==> src/rtl/mem_access_unit.sv <==
// mem_access_unit: load/store unit between the pipeline and a tagged request/response bus.
// Loads issue one address request and collect RESP_BEATS response beats, keeping the
// beat that holds the addressed word. Stores issue an address beat, then a data beat.
// Optional build macro: MEM_MISALIGN_CHECK_EN rejects accesses not aligned to their size
// without touching the bus. When it is undefined, misaligned bytes past the word are dropped.
module mem_access_unit #(
  parameter int unsigned BUS_DATA_WIDTH = 64,
  parameter int unsigned BUS_TAG_WIDTH  = 13,
  parameter int unsigned RESP_BEATS     = 8
) (
  input  logic                      clk,
  input  logic                      reset,
  input  logic                      inValid,
  input  logic                      inMemRead,
  input  logic                      inMemWrite,
  input  logic [BUS_DATA_WIDTH-1:0] inAddr,
  input  logic [BUS_DATA_WIDTH-1:0] inStoreData,
  input  logic [1:0]                inStoreType,
  input  logic [2:0]                inLoadType,
  input  logic [4:0]                inDestRegister,
  input  logic                      inRegWrite,
  input  logic                      inMemOrReg,
  output logic                      bus_reqcyc,
  input  logic                      bus_reqack,
  output logic [BUS_DATA_WIDTH-1:0] bus_req,
  output logic [BUS_TAG_WIDTH-1:0]  bus_reqtag,
  input  logic                      bus_respcyc,
  input  logic [BUS_DATA_WIDTH-1:0] bus_resp,
  input  logic [BUS_TAG_WIDTH-1:0]  bus_resptag,
  output logic                      bus_respack,
  output logic                      outStall,
  output logic                      outValid,
  output logic [BUS_DATA_WIDTH-1:0] outReadData,
  output logic [BUS_DATA_WIDTH-1:0] outResult,
  output logic [4:0]                outDestRegister,
  output logic                      outRegWrite,
  output logic                      outMemOrReg,
  output logic                      outMisalign
);

  localparam int unsigned BEAT_BITS = $clog2(RESP_BEATS);
  localparam int unsigned SEL_LSB   = 3;
  localparam int unsigned SEL_MSB   = BEAT_BITS + SEL_LSB - 1;

  typedef enum logic [2:0] {
    IDLE,
    RD_REQ,
    RD_RESP,
    WR_ADDR,
    WR_DATA
  } state_t;

  state_t                    state;
  logic [BUS_DATA_WIDTH-1:0] addrQ;
  logic [BUS_DATA_WIDTH-1:0] storeDataQ;
  logic [BUS_DATA_WIDTH-1:0] capWord;
  logic [1:0]                storeTypeQ;
  logic [2:0]                loadTypeQ;
  logic [BEAT_BITS-1:0]      beatCnt;
  logic                      selBeat;
  logic                      lastBeat;
  logic                      unusedRespTag;

  // Request tag: bit 12 marks a read, bits 11:8 carry the fixed unit id.
  function automatic logic [BUS_TAG_WIDTH-1:0] makeTag(input logic isRead);
    logic [BUS_TAG_WIDTH-1:0] t;
    t       = '0;
    t[12]   = isRead;
    t[11:8] = 4'b0011;
    return t;
  endfunction

  // Pick the addressed bytes out of a bus word and sign/zero extend them.
  function automatic logic [BUS_DATA_WIDTH-1:0] extendLoad(
    input logic [BUS_DATA_WIDTH-1:0] word,
    input logic [2:0]                off,
    input logic [2:0]                ltype
  );
    logic [BUS_DATA_WIDTH-1:0] sh;
    logic [BUS_DATA_WIDTH-1:0] r;
    sh = word >> {off, 3'b000};
    case (ltype)
      3'b000:  r = sh;
      3'b001:  r = {{(BUS_DATA_WIDTH-8){sh[7]}}, sh[7:0]};
      3'b010:  r = {{(BUS_DATA_WIDTH-16){sh[15]}}, sh[15:0]};
      3'b011:  r = {{(BUS_DATA_WIDTH-32){sh[31]}}, sh[31:0]};
      3'b100:  r = {{(BUS_DATA_WIDTH-8){1'b0}}, sh[7:0]};
      3'b101:  r = {{(BUS_DATA_WIDTH-16){1'b0}}, sh[15:0]};
      3'b110:  r = {{(BUS_DATA_WIDTH-32){1'b0}}, sh[31:0]};
      default: r = '0;
    endcase
    return r;
  endfunction

  // Mask store data to its size and move it to its byte lane; bytes past the word fall off.
  function automatic logic [BUS_DATA_WIDTH-1:0] storeBeat(
    input logic [BUS_DATA_WIDTH-1:0] data,
    input logic [2:0]                off,
    input logic [1:0]                stype
  );
    logic [BUS_DATA_WIDTH-1:0] m;
    case (stype)
      2'b00:   m = '1;
      2'b01:   m = {{(BUS_DATA_WIDTH-32){1'b0}}, {32{1'b1}}};
      2'b10:   m = {{(BUS_DATA_WIDTH-16){1'b0}}, {16{1'b1}}};
      default: m = {{(BUS_DATA_WIDTH-8){1'b0}}, {8{1'b1}}};
    endcase
    return (data & m) << {off, 3'b000};
  endfunction

`ifdef MEM_MISALIGN_CHECK_EN
  // True when the low address bits are not a multiple of the access size.
  function automatic logic isMisaligned(
    input logic       isRead,
    input logic [2:0] ltype,
    input logic [1:0] stype,
    input logic [2:0] off
  );
    logic [2:0] m;
    if (isRead) begin
      case (ltype)
        3'b000:        m = 3'b111;
        3'b010, 3'b101: m = 3'b001;
        3'b011, 3'b110: m = 3'b011;
        default:       m = 3'b000;
      endcase
    end else begin
      case (stype)
        2'b00:   m = 3'b111;
        2'b01:   m = 3'b011;
        2'b10:   m = 3'b001;
        default: m = 3'b000;
      endcase
    end
    return |(off & m);
  endfunction
`else
  assign outMisalign = 1'b0;
`endif

  assign selBeat       = (beatCnt == addrQ[SEL_MSB:SEL_LSB]);
  assign lastBeat      = (beatCnt == BEAT_BITS'(RESP_BEATS - 1));
  assign unusedRespTag = ^bus_resptag;

  // Response beats are acknowledged in the same cycle they arrive, only while collecting.
  assign bus_respack = ~reset & (state == RD_RESP) & bus_respcyc;

  // Hold upstream while busy or while a memory op is being accepted.
  assign outStall = ~reset & ((state != IDLE) | (inValid & (inMemRead | inMemWrite)));

  // Transaction FSM with registered bus and result outputs.
  always_ff @(posedge clk or posedge reset) begin
    if (reset) begin
      state           <= IDLE;
      addrQ           <= '0;
      storeDataQ      <= '0;
      capWord         <= '0;
      storeTypeQ      <= '0;
      loadTypeQ       <= '0;
      beatCnt         <= '0;
      bus_reqcyc      <= 1'b0;
      bus_req         <= '0;
      bus_reqtag      <= '0;
      outValid        <= 1'b0;
      outReadData     <= '0;
      outResult       <= '0;
      outDestRegister <= '0;
      outRegWrite     <= 1'b0;
      outMemOrReg     <= 1'b0;
`ifdef MEM_MISALIGN_CHECK_EN
      outMisalign     <= 1'b0;
`endif
    end else begin
      outValid <= 1'b0;
`ifdef MEM_MISALIGN_CHECK_EN
      outMisalign <= 1'b0;
`endif
      case (state)
        IDLE: begin
          if (inValid) begin
            addrQ           <= inAddr;
            storeDataQ      <= inStoreData;
            storeTypeQ      <= inStoreType;
            loadTypeQ       <= inLoadType;
            beatCnt         <= '0;
            outResult       <= inAddr;
            outDestRegister <= inDestRegister;
            outMemOrReg     <= inMemOrReg;
            if (inMemRead || inMemWrite) begin
`ifdef MEM_MISALIGN_CHECK_EN
              if (isMisaligned(inMemRead, inLoadType, inStoreType, inAddr[2:0])) begin
                outValid    <= 1'b1;
                outMisalign <= 1'b1;
                outRegWrite <= 1'b0;
                outReadData <= '0;
              end else
`endif
              if (inMemRead) begin
                state       <= RD_REQ;
                bus_reqcyc  <= 1'b1;
                bus_req     <= inAddr;
                bus_reqtag  <= makeTag(1'b1);
                outRegWrite <= inRegWrite;
              end else begin
                state       <= WR_ADDR;
                bus_reqcyc  <= 1'b1;
                bus_req     <= inAddr;
                bus_reqtag  <= makeTag(1'b0);
                outRegWrite <= 1'b0;
              end
            end else begin
              outValid    <= 1'b1;
              outRegWrite <= inRegWrite;
              outReadData <= '0;
            end
          end
        end
        RD_REQ: begin
          if (bus_reqack) begin
            state      <= RD_RESP;
            bus_reqcyc <= 1'b0;
            bus_req    <= '0;
            bus_reqtag <= '0;
          end
        end
        RD_RESP: begin
          if (bus_respcyc) begin
            if (selBeat) begin
              capWord <= bus_resp;
            end
            if (lastBeat) begin
              state       <= IDLE;
              beatCnt     <= '0;
              outValid    <= 1'b1;
              outReadData <= extendLoad(selBeat ? bus_resp : capWord, addrQ[2:0], loadTypeQ);
            end else begin
              beatCnt <= beatCnt + BEAT_BITS'(1);
            end
          end
        end
        WR_ADDR: begin
          if (bus_reqack) begin
            state   <= WR_DATA;
            bus_req <= storeBeat(storeDataQ, addrQ[2:0], storeTypeQ);
          end
        end
        WR_DATA: begin
          if (bus_reqack) begin
            state       <= IDLE;
            bus_reqcyc  <= 1'b0;
            bus_req     <= '0;
            bus_reqtag  <= '0;
            outValid    <= 1'b1;
            outRegWrite <= 1'b0;
            outReadData <= '0;
          end
        end
        default: state <= IDLE;
      endcase
    end
  end

endmodule

==> config.mk <==
export PLATFORM = sky130hd
export DESIGN_NAME = mem_access_unit
export DESIGN_NICKNAME = d
export VERILOG_FILES = /design/src/rtl/mem_access_unit.sv
export SDC_FILE = /design/constraint.sdc
export NUM_CORES = 1
export LEC_CHECK = 0
export ABC_AREA = 1
export CAP_MARGIN = 20
export CORE_ASPECT_RATIO = 0.9
export CORE_MARGIN = 5
export CORE_UTILIZATION = 55
export DETAILED_ROUTE_END_ITERATION = 10
export PLACE_DENSITY_LB_ADDON = 0.08
export REMOVE_ABC_BUFFERS = 1
export SETUP_SLACK_MARGIN = 0.4
export SYNTH_ARGS = -nofsm -noshare
export SYNTH_HDL_FRONTEND = slang
export SYNTH_SLANG_ARGS = --single-unit
==> constraint.sdc <==
create_clock -name clk -period 20.1 [get_ports clk]
set_input_delay 5.025 -clock clk [delete_from_list [all_inputs] [get_ports clk]]
set_output_delay 5.025 -clock clk [all_outputs]
set_load 0.1 [all_outputs]
==> out/results.txt, run 1 <==
DRT iter0 DRCs: 1,923
Clock Skews: 13.08 ps
Warnings, synthesis: 0
Tmin final: 12,920 ps
Worst EP arrival: 7900 ps
Unique masters post-synth: 43
H-tree lvl count: 2
Highest Clock Rate: 77.39 MHz
number of iterations in the first detailed-routing pass: 6
Hold-fix buffers, CTS: 0
GRT Resource Usage Total: 33.12%
TritonCTS clock tree: yes
post-synthesis sequential area ratio: 46.32%
first-pass GRT wire length: 99,970 um
via count of the routed design: 19,130
Die X: 202.9 um
CTS max path bufs: 3
Routed WL: 63,350 um
# nets final: 3,135
global route hottest layer: met2
Area Growth Syn to Fin: 29.34%
RSZ-0062 raised after global routing: false
Crit Path Class: in2out
Initial Util: 55.78%
Hold Crit Class: reg2reg
Rows: 63
status: finished clean
slew margin rel.: 24.15%
drt drc: 0
Netlist Area Pre-Place: 18,420 um^2
# IOs: 441
Startpoint Class: primary input
grt ovf: 0
max cap viols: 0
vias per std cell: 5.680
Mapped Cells: 2,605
most frequent cells in the layout: 1,058 x nand2_1, 416 x clkdlybuf4s50_1, 338 x dfrtp_1, 212 x o21ai_0, 160 x inv_1
Main synth FF type: dfrtp_1
average size of a mapped cell: 7.072 um^2
global routing usage on met1: 46.37%
Setup TNS Final: 0 ps
post-DR wirelength/cell: 18.81 um
Least-Margin Pin Slew: 1134 ps
FFs w/ async S/R, synth: 100.0%
CP Capture Type: output pin
Design Area, Final: 23,830 um^2
largest net degree at the start of global routing: 165
final worst path period share: 64.28%
endpoints failing setup: 0
HPWL after DPL: 41,810 um
met3 Use GR: 7.638%
Root Buffer Master: clkbuf_16
flop and latch count out of synthesis: 341
GRT met2 Usage: 50.89%
post-CTS setup buffers: 0
Die Area: 37,260 um^2
crit-path max FO: 39
CTS Buf Count: 38
vias in the first global route: 18,170
share of layout cells above drive strength 1: 3.984%
core area: 33,030 um^2
Slew Limit Fails: 0
Resize count post-CTS: 0
TritonCTS Sinks: 341
Routed Antenna Nets: 0
antenna violations before repair: 13
CTS clk-pin slew, worst paths: 60 ps
Filler cells: 2,653
most common cell after layout, fill and taps aside: nand2_1
number of synthesized flops with an enable pin: 0
critical path required time: 15,070 ps
Final Hold Viols: 0
Chip Height: 183.6 um
I/O Buffers: 416
worst-skew pair later-pin latency: 540 ps
Placed Area: 22,580 um^2
Final GP Congestion: 0.9039
-- per-stage QoR --
step / hold slack (ps) / setup slack (ps) / utilization [%] / instances
final: 466.3 / 7179 / 72.14 / 3368
after global routing: 487.6 / 7057 / 72.14 / 3368
after global placement: 450.7 / 7207 / 68.28 / 3289
after floorplan: 436.7 / 5623 / - / 2423
after detailed placement: 457.2 / 7200 / 68.36 / 3290
after CTS: 471.9 / 7193 / 71.99 / 3358
-- cell usage after synthesis, drive strengths merged (8+ instances only) --
cell type  number  share of area [%]
clkbuf         95                1.9
nand3         150                4.2
o21ai         231                6.3
nor2          150                3.1
a31oi          26               0.88
buf            97                3.0
a21oi         159                4.3
nand4          37                1.3
nand2        1059                 22
inv           170                3.5
dfrtp         341                 46
o211ai         25                1.0
o21a            8               0.33
o22ai          16               0.54
-- layout make-up --
cell class              instances  area [um^2]  share of cell area [%]
clock inverters                11        83.83                  0.3518
clock buffers                  57         1114                   4.674
well taps                     422        528.0                   2.216
diodes                          9        22.52                 0.09452
repair buffers                446         4442                   18.64
multi-input cells            1908         8427                   35.37
inverters                     174        668.1                   2.804
flip-flops and latches        341         8542                   35.85
-- flip-flops by register name, summed over array words and instances, names as in the netlist, 3 cells and up --
signal and count:
outDestRegister 5, addrQ 64, loadTypeQ 3, beatCnt 3, capWord 64, storeDataQ 64
outReadData 64, state 3, bus_req 64
-- kinds of logic (layout without fill, tap and decap cells) --
group	count (synthesis)	count (layout)	share of synthesized area [%]
xor+xnor	1	1	0.08832
simple gates	1404	1404	30.43
compound gates	487	487	14.39
other cells	1	20	0.02036
fa+ha+maj	2	2	0.1358
flops	341	341	46.32
buf+inv	366	688	8.456
mux	3	3	0.1630
-- per-layer routing --
layer  wire length [um]  part of all wire, %
met1              26360                   42
met4               2267                  3.6
met3               6385                   10
met2              28280                   45
met5                 61                0.096
-- critical path, cell delays in order --
cell and delay (ps):
clkdlybuf4s50_1 480, inv_1 80, nor2_4 90, buf_4 400, inv_2 450, nor2_1 200, clkdlybuf4s50_1 1150
-- worst paths after layout --
kind / endpoint / slack, ps / depth (start not counted) / from
hold reg to reg: addrQ[52]$_DFFE_PP0P_ / 470 / 2 / addrQ[52]$_DFFE_PP0P_
setup reg to reg: outReadData[24]$_DFFE_PP0P_ / 16510 / 10 / addrQ[0]$_DFFE_PP0P_
setup / recovery: bus_respack / 7180 / 7 / bus_respcyc
min in group asynchronous: addrQ[42]$_DFFE_PP0P_ / 5100 / 2 / reset
hold / removal: addrQ[52]$_DFFE_PP0P_ / 470 / 2 / addrQ[52]$_DFFE_PP0P_
max in group asynchronous: addrQ[0]$_DFFE_PP0P_ / 13420 / 3 / reset
Power of run 1 is left out: the tool's default activity adds up to more than one toggle a clock period on the data nets, which glitch-free logic cannot reach.
==> run 2: changes to the inputs <==
--- a/config.mk
+++ b/config.mk
@@ -9,7 +9,7 @@
 export CAP_MARGIN = 20
 export CORE_ASPECT_RATIO = 0.9
 export CORE_MARGIN = 5
-export CORE_UTILIZATION = 55
+export CORE_UTILIZATION = 51
 export DETAILED_ROUTE_END_ITERATION = 10
 export PLACE_DENSITY_LB_ADDON = 0.08
 export REMOVE_ABC_BUFFERS = 1
==> constraint.sdc (replaced) <==
create_clock -name clk -period 12.2 [get_ports clk]
set_input_delay 3.05 -clock clk [delete_from_list [all_inputs] [get_ports clk]]
set_output_delay 3.05 -clock clk [all_outputs]
set_load 0.1 [all_outputs]
==> run 2 against run 1 <==
  * Setup slack lost 3800 ps
  * Critical endpoint unchanged
  * Critical path depth fell by 1
  * Flip-flop and latch count stayed put
  * First-iteration DRC count shrank 2.0%
  * Non-clock buffer count fell by 2
  * Register-to-register slack got worse by 7900 ps
  * Clock skew down 1.0 ps
  * Final cell count up 1.5%
  * Global-route usage down 2.4 points
==> out/results.txt, run 2 (same netlist as run 1, synthesis figures left out) <==
Worst EP arrival: 5770 ps
max cap viols: 0
vias per std cell: 5.511
crit-path max FO: 38
Placed Area: 22,600 um^2
post-CTS setup buffers: 0
DRT iter0 DRCs: 1,884
Slew Limit Fails: 0
Setup WS pre-CTS: 3382 ps
Clock Skews: 12.05 ps
# IOs: 441
Resize count post-CTS: 0
CTS max path bufs: 3
Tmin final: 8822 ps
grt ovf: 0
antenna violations before repair: 13
first-pass GRT wire length: 99,310 um
CP Capture Type: output pin
Final GP Congestion: 0.8670
fin worst setup slack: 3378 ps
HPWL after DPL: 41,320 um
via count of the routed design: 18,850
number of iterations in the first detailed-routing pass: 8
Die X: 210.3 um
Final Hold Viols: 0
TritonCTS clock tree: yes
Chip Height: 190.3 um
Die Area: 40,030 um^2
most frequent cells in the layout: 1,058 x nand2_1, 416 x clkdlybuf4s50_1, 338 x dfrtp_1, 212 x o21ai_0, 160 x inv_1
Least-Margin Pin Slew: 1157 ps
post-DR wirelength/cell: 18.28 um
status: finished clean
H-tree lvl count: 2
Highest Clock Rate: 113.3 MHz
reg-to-reg slack, setup: 8570 ps
vias in the first global route: 18,140
drt drc: 0
share of layout cells above drive strength 1: 3.850%
slew margin rel.: 22.84%
Hold Crit Class: reg2reg
RSZ-0062 raised after global routing: false
I/O Buffers: 416
final worst path period share: 72.31%
Rows: 66
Initial Util: 51.28%
largest net degree at the start of global routing: 183
Hold-fix buffers, CTS: 0
Crit Path Class: in2out
multi-input combinational cell area: 8427 um^2
TritonCTS Sinks: 341
Design Area, Final: 23,930 um^2
Root Buffer Master: clkbuf_16
Routed Antenna Nets: 0
core area: 35,920 um^2
CTS Buf Count: 39
Startpoint Class: primary input
Routed WL: 62,510 um
GRT Resource Usage Total: 30.70%
CTS clk-pin slew, worst paths: 60 ps
Sequential cell area: 8542 um^2
Filler cells: 3,174
most common cell after layout, fill and taps aside: nand2_1
Area Growth Syn to Fin: 29.89%
# nets final: 3,134
worst-skew pair later-pin latency: 550 ps
endpoints failing setup: 0
critical path required time: 9150 ps
==> run 2: changes by cell type in the layout (fill, tap and decap cells not counted) <==
cell	change
clkinv_2	-4
buf_4	-3
buf_12	+2
clkbuf_1	+2
clkbuf_16	+2
buf_16	-1
clkbuf_8	+1
clkinvlp_4	+1
inv_4	-1
inv_6	-1
==> run 2: worst paths after layout <==
check	startpoint	endpoint	cells past startpoint
worst max-delay path	bus_respcyc	bus_respack	6
worst min-delay path	addrQ[60]$_DFFE_PP0P_	addrQ[60]$_DFFE_PP0P_	2
worst max register to register	addrQ[2]$_DFFE_PP0P_	outReadData[60]$_DFFE_PP0P_	10
worst min register to register	addrQ[60]$_DFFE_PP0P_	addrQ[60]$_DFFE_PP0P_	2
max in group asynchronous	reset	addrQ[2]$_DFFE_PP0P_	3
min in group asynchronous	reset	addrQ[31]$_DFFE_PP0P_	2
==> run 2: stage by stage <==
step,std cells,hold WS (ps),util [%],TNS (ps)
after floorplan,2423,436.7,-,-102870
after global placement,3340,449.8,62.90,0
after detailed placement,3340,455.6,62.90,0
after CTS,3408,470.7,66.36,0
after global routing,3420,486.5,66.61,0
final,3420,468.1,66.61,0
==> run 2: area by class of cell <==
class,instances,share of cell area (%)
Sequential cell,341,35.70
Multi-Input combinational cell,1908,35.22
Timing Repair Buffer,444,18.52
Antenna cell,9,0.09412
Clock inverter,6,0.2405
Tap cell,476,2.489
Clock buffer,62,4.952
Inverter,174,2.787
==> run 2: per-layer routing <==
layer	part of all wire [%]	vias to the layer above	track usage, %
met5	0.11	-	0
met4	3.7	8	11.24
met3	10	148	7.880
met2	45	912	47.80
met1	41	8805	41.77
li1	-	8975	-
==> run 2: worst max-delay path: stages <==
cell and delay, ps:
clkdlybuf4s50_1 460, inv_1 90, nor2_4 810, inv_2 90, nor2_1 120, clkdlybuf4s50_1 1140
Power of run 2 is left out for the same reason.
==> run 3: changes to the inputs <==
==> constraint.sdc (replaced) <==
create_clock -name clk -period 8.68 [get_ports clk]
set_input_delay 2.17 -clock clk [delete_from_list [all_inputs] [get_ports clk]]
set_output_delay 2.17 -clock clk [all_outputs]
set_load 0.1 [all_outputs]
==> run 3 against run 2 <==
  * First-iteration DRC count decreased by 12%
  * Global-route usage decreased by 0.38 points
  * Critical endpoint is now outStall
  * Setup slack worse by 1200 ps
  * Via count increased by 0.22%
  * Routed wire length shrank 0.84%
  * Critical path depth did not move
  * Utilization increased by 0.22 points
  * Sequential share of layout area is 0.12 points lower
  * Hold slack hardly changed
  * Highest routed layer unchanged
  * Final cell count barely moved
==> out/results.txt, run 3 (same netlist as run 1, synthesis figures left out) <==
worst reg2reg path depth: 10
Startpoint Class: primary input
core area: 35,920 um^2
Worst Path Buf+Inv: 3
first-pass GRT wire length: 98,500 um
Routed WL: 61,980 um
CTS max path bufs: 3
Hold-fix buffers, CTS: 0
Critical-path top delay cell: clkdlybuf4s50_1
Root Buffer Master: clkbuf_16
Final GP Congestion: 0.8698
TritonCTS Sinks: 341
number of iterations in the first detailed-routing pass: 6
slew margin rel.: 25.04%
Routed Antenna Nets: 0
Final Hold Viols: 0
# IOs: 441
via count of the routed design: 18,890
Largest stage delay, worst path: 1140 ps
Crit Reg-Reg Startpoint: state[0]$_DFFE_PP0P_
Chip Height: 190.3 um
Hold EP: addrQ[8]$_DFFE_PP0P_
crit path launch: inMemRead
grt ovf: 0
critical path required time: 6510 ps
I/O Buffers: 416
Tmin final: 6510 ps
Slew Limit Fails: 0
DRT iter0 DRCs: 1,658
post-CTS setup buffers: 0
Highest Clock Rate: 153.6 MHz
Area Growth Syn to Fin: 30.33%
Design Area, Final: 24,010 um^2
HPWL after DPL: 41,400 um
# nets final: 3,134
Resize count post-CTS: 0
CP Capture Type: output pin
worst-skew pair later-pin latency: 530 ps
Initial Util: 51.28%
final worst path period share: 75.00%
worst reg2reg endpoint: addrQ[46]$_DFFE_PP0P_
Crit Path Class: in2out
TritonCTS clock tree: yes
WHS Path Cells: 2
reg-to-reg slack, setup: 4970 ps
status: finished clean
vias in the first global route: 18,190
CTS clk-pin slew, worst paths: 60 ps
endpoints failing setup: 0
vias per std cell: 5.519
max cap viols: 0
RSZ-0062 raised after global routing: false
Clock Skews: 16.63 ps
drt drc: 0
Crit path max-delay family: buffers and inverters
Crit path depth: 6
largest net degree at the start of global routing: 172
Hold Crit Class: reg2reg
antenna violations before repair: 15
Least-Margin Pin Slew: 1121 ps
H-tree lvl count: 2
CP Cell Sequence: clkdlybuf4s50_1, nor2_1, o21ai_0, inv_1, nor2_1, clkdlybuf4s50_1
most frequent cells in the layout: 1,058 x nand2_1, 415 x clkdlybuf4s50_1, 338 x dfrtp_1, 212 x o21ai_0, 160 x inv_1
CTS Buf Count: 39
most common cell after layout, fill and taps aside: nand2_1
Placed Area: 22,590 um^2
GRT Resource Usage Total: 30.32%
crit-path max FO: 3
Rows: 66
Die Area: 40,030 um^2
hold path startpoint: addrQ[8]$_DFFE_PP0P_
Worst EP arrival: 4340 ps
share of layout cells above drive strength 1: 4.050%
post-DR wirelength/cell: 18.11 um
Die X: 210.3 um
-- run 3: routing by layer --
layer	GRT usage (%)	vias to the layer above	routed length (um)
li1	-	9008	-
met1	40.69	8878	25500
met2	47.42	846	28060
met3	8.324	146	6119
met4	11.22	12	2231
met5	0	-	71
-- run 3: metrics by stage --
stage	hold WS, ps	TNS, ps	utilization, %	setup slack (ps)	instances
after floorplan	436.7	-1152470	-	-2942	2423
after global placement	450.5	0	62.89	2234	3340
after detailed placement	457.8	0	62.89	2183	3340
after CTS	472.0	0	66.56	2176	3411
after global routing	487.0	0	66.83	2084	3423
final	468.5	0	66.83	2170	3423
-- run 3: final cells by class --
cell class,instances,area (um^2)
antenna,9,22.52
multi-input combinational,1908,8427
tap,476,595.6
sequential,341,8542
timing repair buffer,444,4437
clock inverter,7,85.08
clock buffer,64,1232
fill,3180,11910
inverter,174,666.9
-- run 3: worst reg2reg max path, stage by stage, from the launching register on --
cell      delay, ps
dfrtp_1         410
nor2_1          190
inv_1            80
nor2_1          260
inv_1           130
nor2_4           90
buf_4           620
clkinv_2        910
buf_4           650
nand2_1         170
o21ai_0          80
-- run 3: how the worst max path moves through the flow --
stage	end	slack, ps
6_report	outStall	2170
5_1_grt	outStall	2080
4_1_cts	outStall	2180
3_5_place_dp	outStall	2180
3_3_place_gp	outStall	2230
2_1_floorplan	addrQ[0]$_DFFE_PP0P_	-2940
Power of run 3 is left out for the same reason.
